File: src/rtl/shift_operand_stage.sv
// ---------------------------------------------------------------------------
// shift_operand_stage
//
// Pipeline stage in front of the barrel shifter. It decodes the 12-bit
// data-processing operand2 field together with the Rm/Rs register values into
// the shifter operand, 5-bit amount, shift type and a force-to-zero flag, then
// registers the result behind a valid/ready handshake with a 2-entry skid
// buffer. Both in_ready and all outputs come straight from flops.
//
// DW must be 32 so that a 5-bit amount covers the full shift range.
//
// Optional feature macro: SHIFT_STAGE_STATS_EN
//   defined   : stat_acc counts accepts, stat_stall counts cycles with
//               out_valid & ~out_ready (both wrap, both cleared by reset)
//   undefined : stat_acc / stat_stall tied to 0, no counter flops
//
// Ports
//   clk        in   clock, all state changes on posedge
//   reset      in   synchronous active-low reset
//   in_valid   in   upstream operand valid
//   in_ready   out  stage can accept (registered)
//   imm_sel    in   instruction I bit, 1 = immediate-rotate form
//   op2        in   operand2 field instr[11:0]
//   rm_val     in   value of Rm
//   rs_val     in   value of Rs, only [7:0] used
//   out_valid  out  shifter inputs valid
//   out_ready  in   downstream accepts
//   sh_a       out  shifter operand
//   sh_shamt   out  shift amount
//   sh_type    out  00 LSL, 01 LSR, 10 ASR, 11 ROR
//   sh_zero    out  downstream forces the shift result to 0
//   stat_acc   out  accepted-operation count
//   stat_stall out  stall-cycle count
// ---------------------------------------------------------------------------
module shift_operand_stage #(
  parameter int DW    = 32,
  parameter int CNT_W = 16
) (
  input  logic             clk,
  input  logic             reset,
  input  logic             in_valid,
  output logic             in_ready,
  input  logic             imm_sel,
  input  logic [11:0]      op2,
  input  logic [DW-1:0]    rm_val,
  input  logic [DW-1:0]    rs_val,
  output logic             out_valid,
  input  logic             out_ready,
  output logic [DW-1:0]    sh_a,
  output logic [4:0]       sh_shamt,
  output logic [1:0]       sh_type,
  output logic             sh_zero,
  output logic [CNT_W-1:0] stat_acc,
  output logic [CNT_W-1:0] stat_stall
);

  typedef struct packed {
    logic          zero;
    logic [1:0]    typ;
    logic [4:0]    shamt;
    logic [DW-1:0] a;
  } op_t;

  typedef enum logic [1:0] {
    ST_EMPTY = 2'd0,
    ST_ONE   = 2'd1,
    ST_TWO   = 2'd2
  } state_e;

  state_e state_q, state_d;
  op_t    main_q, skid_q, dec_d;
  logic   out_valid_q, in_ready_q;
  logic   accept_s, xfer_s;
  logic   load_main_dec_s, load_main_skid_s, load_skid_s;

  logic [1:0] t_s;
  logic [4:0] n_s;
  logic [7:0] amt_s;
  logic       amt_big_s;
  logic       unused_rs_s;

  assign t_s       = op2[6:5];
  assign n_s       = op2[11:7];
  assign amt_s     = rs_val[7:0];
  assign amt_big_s = |amt_s[7:5];
  // Upper Rs bits never influence the result.
  assign unused_rs_s = ^rs_val[DW-1:8];

  // Operand2 decode into shifter operand / amount / type / zero flag.
  always_comb begin
    dec_d       = '0;
    dec_d.a     = rm_val;
    dec_d.typ   = t_s;
    dec_d.shamt = 5'd0;
    dec_d.zero  = 1'b0;
    if (imm_sel) begin
      // 8-bit immediate rotated right by twice the 4-bit rotate field.
      dec_d.a     = {{(DW-8){1'b0}}, op2[7:0]};
      dec_d.typ   = 2'b11;
      dec_d.shamt = {op2[11:8], 1'b0};
    end else if (!op2[4]) begin
      if (n_s == 5'd0) begin
        case (t_s)
          // LSR #32: every bit shifted out.
          2'b01:   dec_d.zero  = 1'b1;
          // ASR #32 gives the same result as ASR #31 (sign replication).
          2'b10:   dec_d.shamt = 5'd31;
          // LSL #0, and the RRX encoding passed on as ROR #0.
          default: dec_d.shamt = 5'd0;
        endcase
      end else begin
        dec_d.shamt = n_s;
      end
    end else begin
      if (amt_s == 8'd0) begin
        // Zero register amount is a pass-through regardless of type.
        dec_d.typ   = 2'b00;
        dec_d.shamt = 5'd0;
      end else begin
        case (t_s)
          2'b00, 2'b01: begin
            dec_d.zero  = amt_big_s;
            dec_d.shamt = amt_big_s ? 5'd0 : amt_s[4:0];
          end
          2'b10:   dec_d.shamt = amt_big_s ? 5'd31 : amt_s[4:0];
          // Rotation is modulo 32; a multiple of 32 becomes the identity ROR 0.
          default: dec_d.shamt = amt_s[4:0];
        endcase
      end
    end
  end

  assign accept_s = in_valid & in_ready_q;
  assign xfer_s   = out_valid_q & out_ready;

  // Skid-buffer next state and register load selection.
  always_comb begin
    state_d          = state_q;
    load_main_dec_s  = 1'b0;
    load_main_skid_s = 1'b0;
    load_skid_s      = 1'b0;
    case (state_q)
      ST_EMPTY: begin
        if (accept_s) begin
          state_d         = ST_ONE;
          load_main_dec_s = 1'b1;
        end else begin
          state_d = ST_EMPTY;
        end
      end
      ST_ONE: begin
        if (accept_s && xfer_s) begin
          load_main_dec_s = 1'b1;
        end else if (accept_s) begin
          state_d     = ST_TWO;
          load_skid_s = 1'b1;
        end else if (xfer_s) begin
          state_d = ST_EMPTY;
        end else begin
          state_d = ST_ONE;
        end
      end
      ST_TWO: begin
        if (xfer_s) begin
          state_d          = ST_ONE;
          load_main_skid_s = 1'b1;
        end else begin
          state_d = ST_TWO;
        end
      end
      default: state_d = ST_EMPTY;
    endcase
  end

  // Buffer state, registered handshake flags and main/skid data registers.
  always_ff @(posedge clk) begin
    if (!reset) begin
      state_q     <= ST_EMPTY;
      out_valid_q <= 1'b0;
      in_ready_q  <= 1'b1;
      main_q      <= '0;
      skid_q      <= '0;
    end else begin
      state_q     <= state_d;
      out_valid_q <= (state_d != ST_EMPTY);
      in_ready_q  <= (state_d != ST_TWO);
      if (load_main_dec_s) begin
        main_q <= dec_d;
      end else if (load_main_skid_s) begin
        main_q <= skid_q;
      end else begin
        main_q <= main_q;
      end
      if (load_skid_s) begin
        skid_q <= dec_d;
      end else begin
        skid_q <= skid_q;
      end
    end
  end

  assign in_ready  = in_ready_q;
  assign out_valid = out_valid_q;
  assign sh_a      = main_q.a;
  assign sh_shamt  = main_q.shamt;
  assign sh_type   = main_q.typ;
  assign sh_zero   = main_q.zero;

`ifdef SHIFT_STAGE_STATS_EN
  logic [CNT_W-1:0] stat_acc_q, stat_stall_q;

  // Accept and stall counters, wrapping naturally at 2^CNT_W.
  always_ff @(posedge clk) begin
    if (!reset) begin
      stat_acc_q   <= '0;
      stat_stall_q <= '0;
    end else begin
      stat_acc_q   <= accept_s ? stat_acc_q + {{(CNT_W-1){1'b0}}, 1'b1} : stat_acc_q;
      stat_stall_q <= (out_valid_q && !out_ready) ?
                      stat_stall_q + {{(CNT_W-1){1'b0}}, 1'b1} : stat_stall_q;
    end
  end

  assign stat_acc   = stat_acc_q;
  assign stat_stall = stat_stall_q;
`else
  assign stat_acc   = '0;
  assign stat_stall = '0;
`endif

endmodule
File: config.mk
export PLATFORM = sky130hd
export DESIGN_NAME = shift_operand_stage
export DESIGN_NICKNAME = d
export VERILOG_FILES = /design/src/rtl/shift_operand_stage.sv
export SDC_FILE = /design/constraint.sdc
export NUM_CORES = 1
export LEC_CHECK = 0
export CAP_MARGIN = 20
export CORE_ASPECT_RATIO = 0.75
export CORE_MARGIN = 4
export CORE_UTILIZATION = 40
export CTS_CLUSTER_DIAMETER = 150
export DETAILED_ROUTE_END_ITERATION = 10
export GPL_ROUTABILITY_DRIVEN = 1
export PLACE_DENSITY = 0.74
export SYNTH_ARGS = -nofsm -noshare
export SYNTH_HDL_FRONTEND = slang
export SYNTH_SLANG_ARGS = --single-unit
File: constraint.sdc
create_clock -name clk -period 1.8 [get_ports clk]
set_input_delay 0.18 -clock clk [delete_from_list [all_inputs] [get_ports clk]]
set_output_delay 0.18 -clock clk [all_outputs]
set_load 0.02 [all_outputs]
==> impl_metrics.tcl, run 1 <==
set metrics [dict create \
    diodes 0 \
    met3_usage 0.0488 \
    ys_seq_area_frac 0.406 \
    drt_wl_total_mm 10.3 \
    dieArea_um2 12100 \
    fmax_mhz 613 \
    gr-total-overflow 0 \
    design_area_um2 5490 \
    ant_nets 0 \
    clk_pin_slew_ns 0.06 \
    finalSetupViolations 0 \
    power-per-cell-area_nw_per_um2 906 \
    post-place-ws_ns -0.0636 \
    clkLatencyLatePin_ns 0.32 \
    regArea_um2 1680 \
    hold_depth 2 \
    postCtsResizedCells 0 \
    dp.cells 687 \
    syn-instance-count 467 \
    syn_area_um2 4140 \
    slew_violations 0 \
    synth.distinct_cells 47 \
    p_comb_frac 0.200 \
    min_from "reset" \
    crit_chain "clkdlybuf4s50_1" \
    cts_tree "built" \
    dpl.hpwl_mm 7.55 \
    first_global_vias 3413 \
    vias_per_cell 5.01 \
    grt_util_met2 0.270 \
    wl_per_cell_um 14.7 \
    crit_cells 1 \
    worst_setup_path_start_kind "register" \
    status "finished clean" \
    ios 155 \
    r2r_slack_ns 0.26 \
    grtUsageMet1 0.219 \
    numCtsBuffers 9 \
    grt_max_degree 45 \
    worst_clock_skew_ns 0.00782 \
    hold_path.class "input pin to register" \
    crit_type "register to output pin" \
    hold_end "sh_a[9]" \
    layout-drive-gt1-share 0.0893 \
    final_cells 703 \
    dieHeight_um 96.1 \
    io_buffer_count 98 \
    via_count 3524 \
    switchingPower_uw 1310 \
    required_ns 1.62 \
    p_int_uw 3660 \
    r2r.worst_path.cells 5 \
    crit_family "buffers and inverters" \
    antenna_found_initial 0 \
    numClockSinks 84 \
    die_x_um 125 \
    crit_path_end_kind "output pin" \
    post_cts_buffers 0 \
    nNetsFinal 647 \
    cts_hold_buf 0 \
    worst_slack_ns 0.170 \
    arrival_ns 1.45 \
    cp_slowest_cell "clkdlybuf4s50_1" \
    min_period_ns 1.63 \
    irDropWorstVdd_v 0.000408 \
    rows 31 \
    cp_num_buf_inv 1 \
    r2r-end "sh_type[1]" \
    syn_to_final_growth_pct 32.5 \
    r2r-start "out_valid" \
    dr.first_iter.drc_count 252 \
    gp_congestion 0.887 \
    switching_share 0.263 \
    core_um2 9890 \
    maxCapViolations 0 \
    nFillCells 880 \
    ctsLongestPathBuffers 2 \
    critPathMaxStageDelay_ns 0.66 \
    yosysWarnings 0 \
    cts-root-buf "clkbuf_16" \
    clkPwrFrac 0.389 \
    ys_seq_elements 84 \
    dr.pass1.iters 4 \
    hold_viol 0 \
    rsz0062_at_grt "false" \
    ctsHtreeMaxLevel 3 \
    finalCritPeriodShare 0.906 \
    multi_input_area_um2 2120 \
    grt_first_pass_wirelength_mm 16.5 \
    grt_usage 0.166 \
    leakage_uw 0.00214 \
    syn_avg_cell_area_um2 8.87 \
    critPathMaxFanout 7 \
    route.detailed.drc 0 \
    grt-busiest-layer "met2" \
    start_util 0.419 \
    postPlaceCellArea_um2 5170 \
    pwr-share-seq 0.411 \
]
worst max-delay path by stage:
stage / from / endpoint / slack, ns
2_1_floorplan: out_valid / sh_type[1] / 0.23
3_3_place_gp: out_ready / sh_type[1] / -0.03
3_5_place_dp: out_ready / sh_type[1] / -0.06
4_1_cts: out_valid / out_valid / 0.15
5_1_grt: out_valid / out_valid / 0.10
6_report: out_valid / out_valid / 0.17
registers in the layout (all words and copies together), names as in the netlist:
signal	cells
in_ready	1
out_valid	1
sh_a	32
sh_shamt	5
sh_type	2
sh_zero	1
skid_q	40
state_q	2
metal layers:
| metal | up-vias | part of all wire |
|---|---|---|
| li1 | 1758 | - |
| met1 | 1658 | 0.47 |
| met2 | 102 | 0.47 |
| met3 | 6 | 0.053 |
| met4 | 0 | 0.0045 |
| met5 | - | 0 |
placed cells by master (no fill, tap or decap), types with 5 or more instances in the layout:
cell type and n:
o31ai_1 8, a21boi_1 46, nand2_1 102, and3_1 10, dfxtp_1 84, buf_4 19
nand3_1 7, clkdlybuf4s50_1 96, nor3_1 6, conb_1 32, nor2b_1 25, clkbuf_16 9
nor2_1 8, mux2i_1 23, o32ai_1 5, o211a_1 8, a22oi_1 24
synth_stat cells, drive strengths merged:
cell	count	area, um2
nand2	105	407
dfxtp	84	1680
buf	52	402
a21boi	51	387
nor2b	25	156
a22oi	24	180
mux2i	23	230
clkbuf	12	45.0
and3	10	62.6
nor3	9	72.6
nor2	8	30.0
o211a	8	80.1
o31ai	8	60.1
nand3	7	35.0
o32ai	5	43.8
a21oi	4	31.3
o21a	4	30.0
o21ai	4	20.0
nor3b	3	22.5
and4b	2	20.0
inv	2	7.51
or3	2	12.5
a211o	1	8.76
a211oi	1	7.51
a21bo	1	16.3
a31oi	1	6.26
a41o	1	10.0
and2b	1	7.51
and3b	1	10.0
conb	1	3.75
mux2	1	11.3
nand2b	1	6.26
nand4	1	6.26
nand4b	1	8.76
nor4	1	6.26
o22ai	1	6.26
o31a	1	8.76
area by class of cell:
class                           count  area share
Tap cell                          132      0.0301
Inverter                            2     0.00137
Timing Repair Buffer              121       0.218
Clock inverter                      5      0.0155
Multi-Input combinational cell    348       0.387
Sequential cell                    84       0.306
Clock buffer                       11      0.0424
power groups by stage:
stage	clock network (uW)	registers, uW	logic [uW]
floorplan	0	2160	555
global placement	0	2080	977
detailed placement	0	2080	993
CTS	1980	2040	997
global route	2060	2060	1070
finish	1940	2040	993
metrics by stage:
step / utilization / setup TNS [ns] / hold slack, ns / total power (uW)
after global routing: 0.555 / 0 / 0.267 / 5190
final: 0.555 / 0 / 0.253 / 4970
after detailed placement: 0.523 / -1.47 / 0.445 / 3080
after CTS: 0.555 / 0 / 0.245 / 5020
after global placement: 0.523 / -0.167 / 0.440 / 3060
after floorplan: - / 0 / 0.411 / 2710
kinds of logic (layout without fill, tap and decap cells):
group / Yosys count / after routing / synth area share
buffers and inverters: 66 / 139 / 0.110
and+or+nand+nor: 177 / 177 / 0.209
muxes: 24 / 24 / 0.0583
other: 1 / 32 / 0.000906
DFF: 84 / 84 / 0.406
AOI/OAI and AO/OA: 115 / 115 / 0.216
No activity file was read; power rests on OpenSTA's default activity.
==> inputs of run 2 (changes only) <==
--- a/config.mk
+++ b/config.mk
@@ -13,6 +13,9 @@
 export DETAILED_ROUTE_END_ITERATION = 10
 export GPL_ROUTABILITY_DRIVEN = 1
 export PLACE_DENSITY = 0.74
+export REMOVE_ABC_BUFFERS = 1
+export SLEW_MARGIN = 30
 export SYNTH_ARGS = -nofsm -noshare
 export SYNTH_HDL_FRONTEND = slang
 export SYNTH_SLANG_ARGS = --single-unit
+export TNS_END_PERCENT = 10
==> run 2 against run 1 <==
Count of clock-buffer cells in the layout is 1 lower. Combinational power hardly changed. Die area stayed put. Design area is 1.0% higher. Highest routed layer unchanged. Largest cell class unchanged. Global-route usage is 0.88 points higher. Wire length is 3.0% higher. Sequential power hardly changed.
==> impl_metrics.tcl, run 2 (synthesis results as in run 1) <==
set metrics [dict create \
    route.detailed.drc 0 \
    io_buffer_count 98 \
    crit_type "register to output pin" \
    core_um2 9890 \
    start_util 0.419 \
    clkLatencyLatePin_ns 0.34 \
    slew_violations 0 \
    min_period_ns 1.65 \
    syn_to_final_growth_pct 33.9 \
    largest_reg_flops 40 \
    pwr-share-seq 0.395 \
    clkPwrFrac 0.411 \
    die_x_um 125 \
    arrival_ns 1.47 \
    grt_first_pass_wirelength_mm 16.9 \
    critPathMaxStageDelay_ns 0.67 \
    worst_setup_path_start_kind "register" \
    hold_path.class "input pin to register" \
    diodes 0 \
    status "finished clean" \
    worst_slack_ns 0.146 \
    cp_slowest_cell "clkdlybuf4s50_1" \
    gp_congestion 0.834 \
    regArea_um2 1680 \
    rsz0062_at_grt "false" \
    fmax_mhz 605 \
    numCtsBuffers 9 \
    p_int_uw 3840 \
    cts_tree "built" \
    p_comb_frac 0.195 \
    finalCritPeriodShare 0.919 \
    crit_chain "clkdlybuf4s50_1" \
    antenna_found_initial 0 \
    irDropWorstVdd_v 0.000415 \
    post_cts_buffers 0 \
    worst_pin_slew_ns 0.587 \
    ant_nets 0 \
    layout-drive-gt1-share 0.0976 \
    dr.first_iter.drc_count 186 \
    holdWs_ns 0.380 \
    cts_hold_buf 0 \
    crit_family "buffers and inverters" \
    grt_max_degree 57 \
    rows 31 \
    dr.pass1.iters 7 \
    gr-total-overflow 0 \
    postCtsResizedCells 0 \
    final_common_cell "nand2_1" \
    slew_headroom 0.608 \
    ctsHtreeMaxLevel 3 \
    dieArea_um2 12100 \
    worst_clock_skew_ns 0.00507 \
    nNetsFinal 650 \
    ctsLongestPathBuffers 2 \
    grt_usage 0.174 \
    numClockSinks 84 \
    crit_path_end_kind "output pin" \
    dieHeight_um 96.1 \
    tns_ns 0 \
    hold_viol 0 \
    dpl.hpwl_mm 7.59 \
    dp.cells 690 \
    post-place-ws_ns -0.0459 \
    finalSetupViolations 0 \
    wl_per_cell_um 15.1 \
    vias_per_cell 5.13 \
    clk_pin_slew_ns 0.06 \
    nFillCells 893 \
    leakage_uw 0.00217 \
    cts-root-buf "clkbuf_16" \
    largest-register "skid_q" \
    via_count 3623 \
    required_ns 1.62 \
    mostFrequentLayoutCells "102 x nand2_1, 96 x clkdlybuf4s50_1, 84 x dfxtp_1" \
    multi_input_area_um2 2120 \
    drt_wl_total_mm 10.6 \
    maxCapViolations 0 \
    first_global_vias 3480 \
    final_cells 706 \
    switchingPower_uw 1350 \
    power-per-cell-area_nw_per_um2 936 \
    switching_share 0.260 \
    critPathMaxFanout 7 \
    cp_num_buf_inv 1 \
    ios 155 \
]
## run 2: cell count changes in the layout (fill, tap and decap cells not counted)
| cell | delta |
|---|---|
| buf_4 | +3 |
| bufinv_16 | +1 |
| clkbuf_1 | -2 |
| clkbuf_8 | +1 |
| clkinv_2 | +1 |
| inv_6 | -1 |
## run 2: power by group through the flow
| stage | combinational [uW] | clock [uW] | sequential, uW |
|---|---|---|---|
| 2_1_floorplan | 419 | 0 | 2160 |
| 3_3_place_gp | 990 | 0 | 2080 |
| 3_5_place_dp | 1010 | 0 | 2090 |
| 4_1_cts | 1020 | 2180 | 2050 |
| 5_1_grt | 1090 | 2280 | 2060 |
| 6_report | 1010 | 2130 | 2050 |
## run 2: cell type report
class	instances	share of cell area
Clock buffer	10	0.0431
Clock inverter	6	0.0201
Timing Repair Buffer	124	0.219
Inverter	2	0.00135
Tap cell	132	0.0298
Multi-Input combinational cell	348	0.383
Sequential cell	84	0.303
## run 2: path summary, 6_finish.rpt
check	start	end	slack, ns	depth (start not counted)
max	out_valid	out_valid	0.15	1
min reg2reg	sh_a[16]	sh_a[16]	0.45	2
min	reset	out_valid	0.38	2
max reg2reg	out_valid	sh_shamt[0]	0.21	4
## run 2: per-stage QoR
step	total power (uW)	utilization	cell area [um2]
2_1_floorplan	2580	-	3810
3_3_place_gp	3070	0.525	5190
6_report	5190	0.560	5540
3_5_place_dp	3100	0.525	5190
4_1_cts	5240	0.560	5540
5_1_grt	5420	0.560	5540
## run 2: worst register-to-register path: stages, from the launching register on
cell	delay, ns
dfxtp_1	0.47
and4b_2	0.39
mux2_2	0.35
o21ai_0	0.18
a21oi_1	0.07
## run 2: metal layers
layer / up-vias / GRT usage / routed length, um
li1: 1765 / - / -
met1: 1707 / 0.225 / 4730
met2: 140 / 0.288 / 4970
met3: 11 / 0.0494 / 829
met4: 0 / 0.0505 / 108
met5: - / 0 / 0
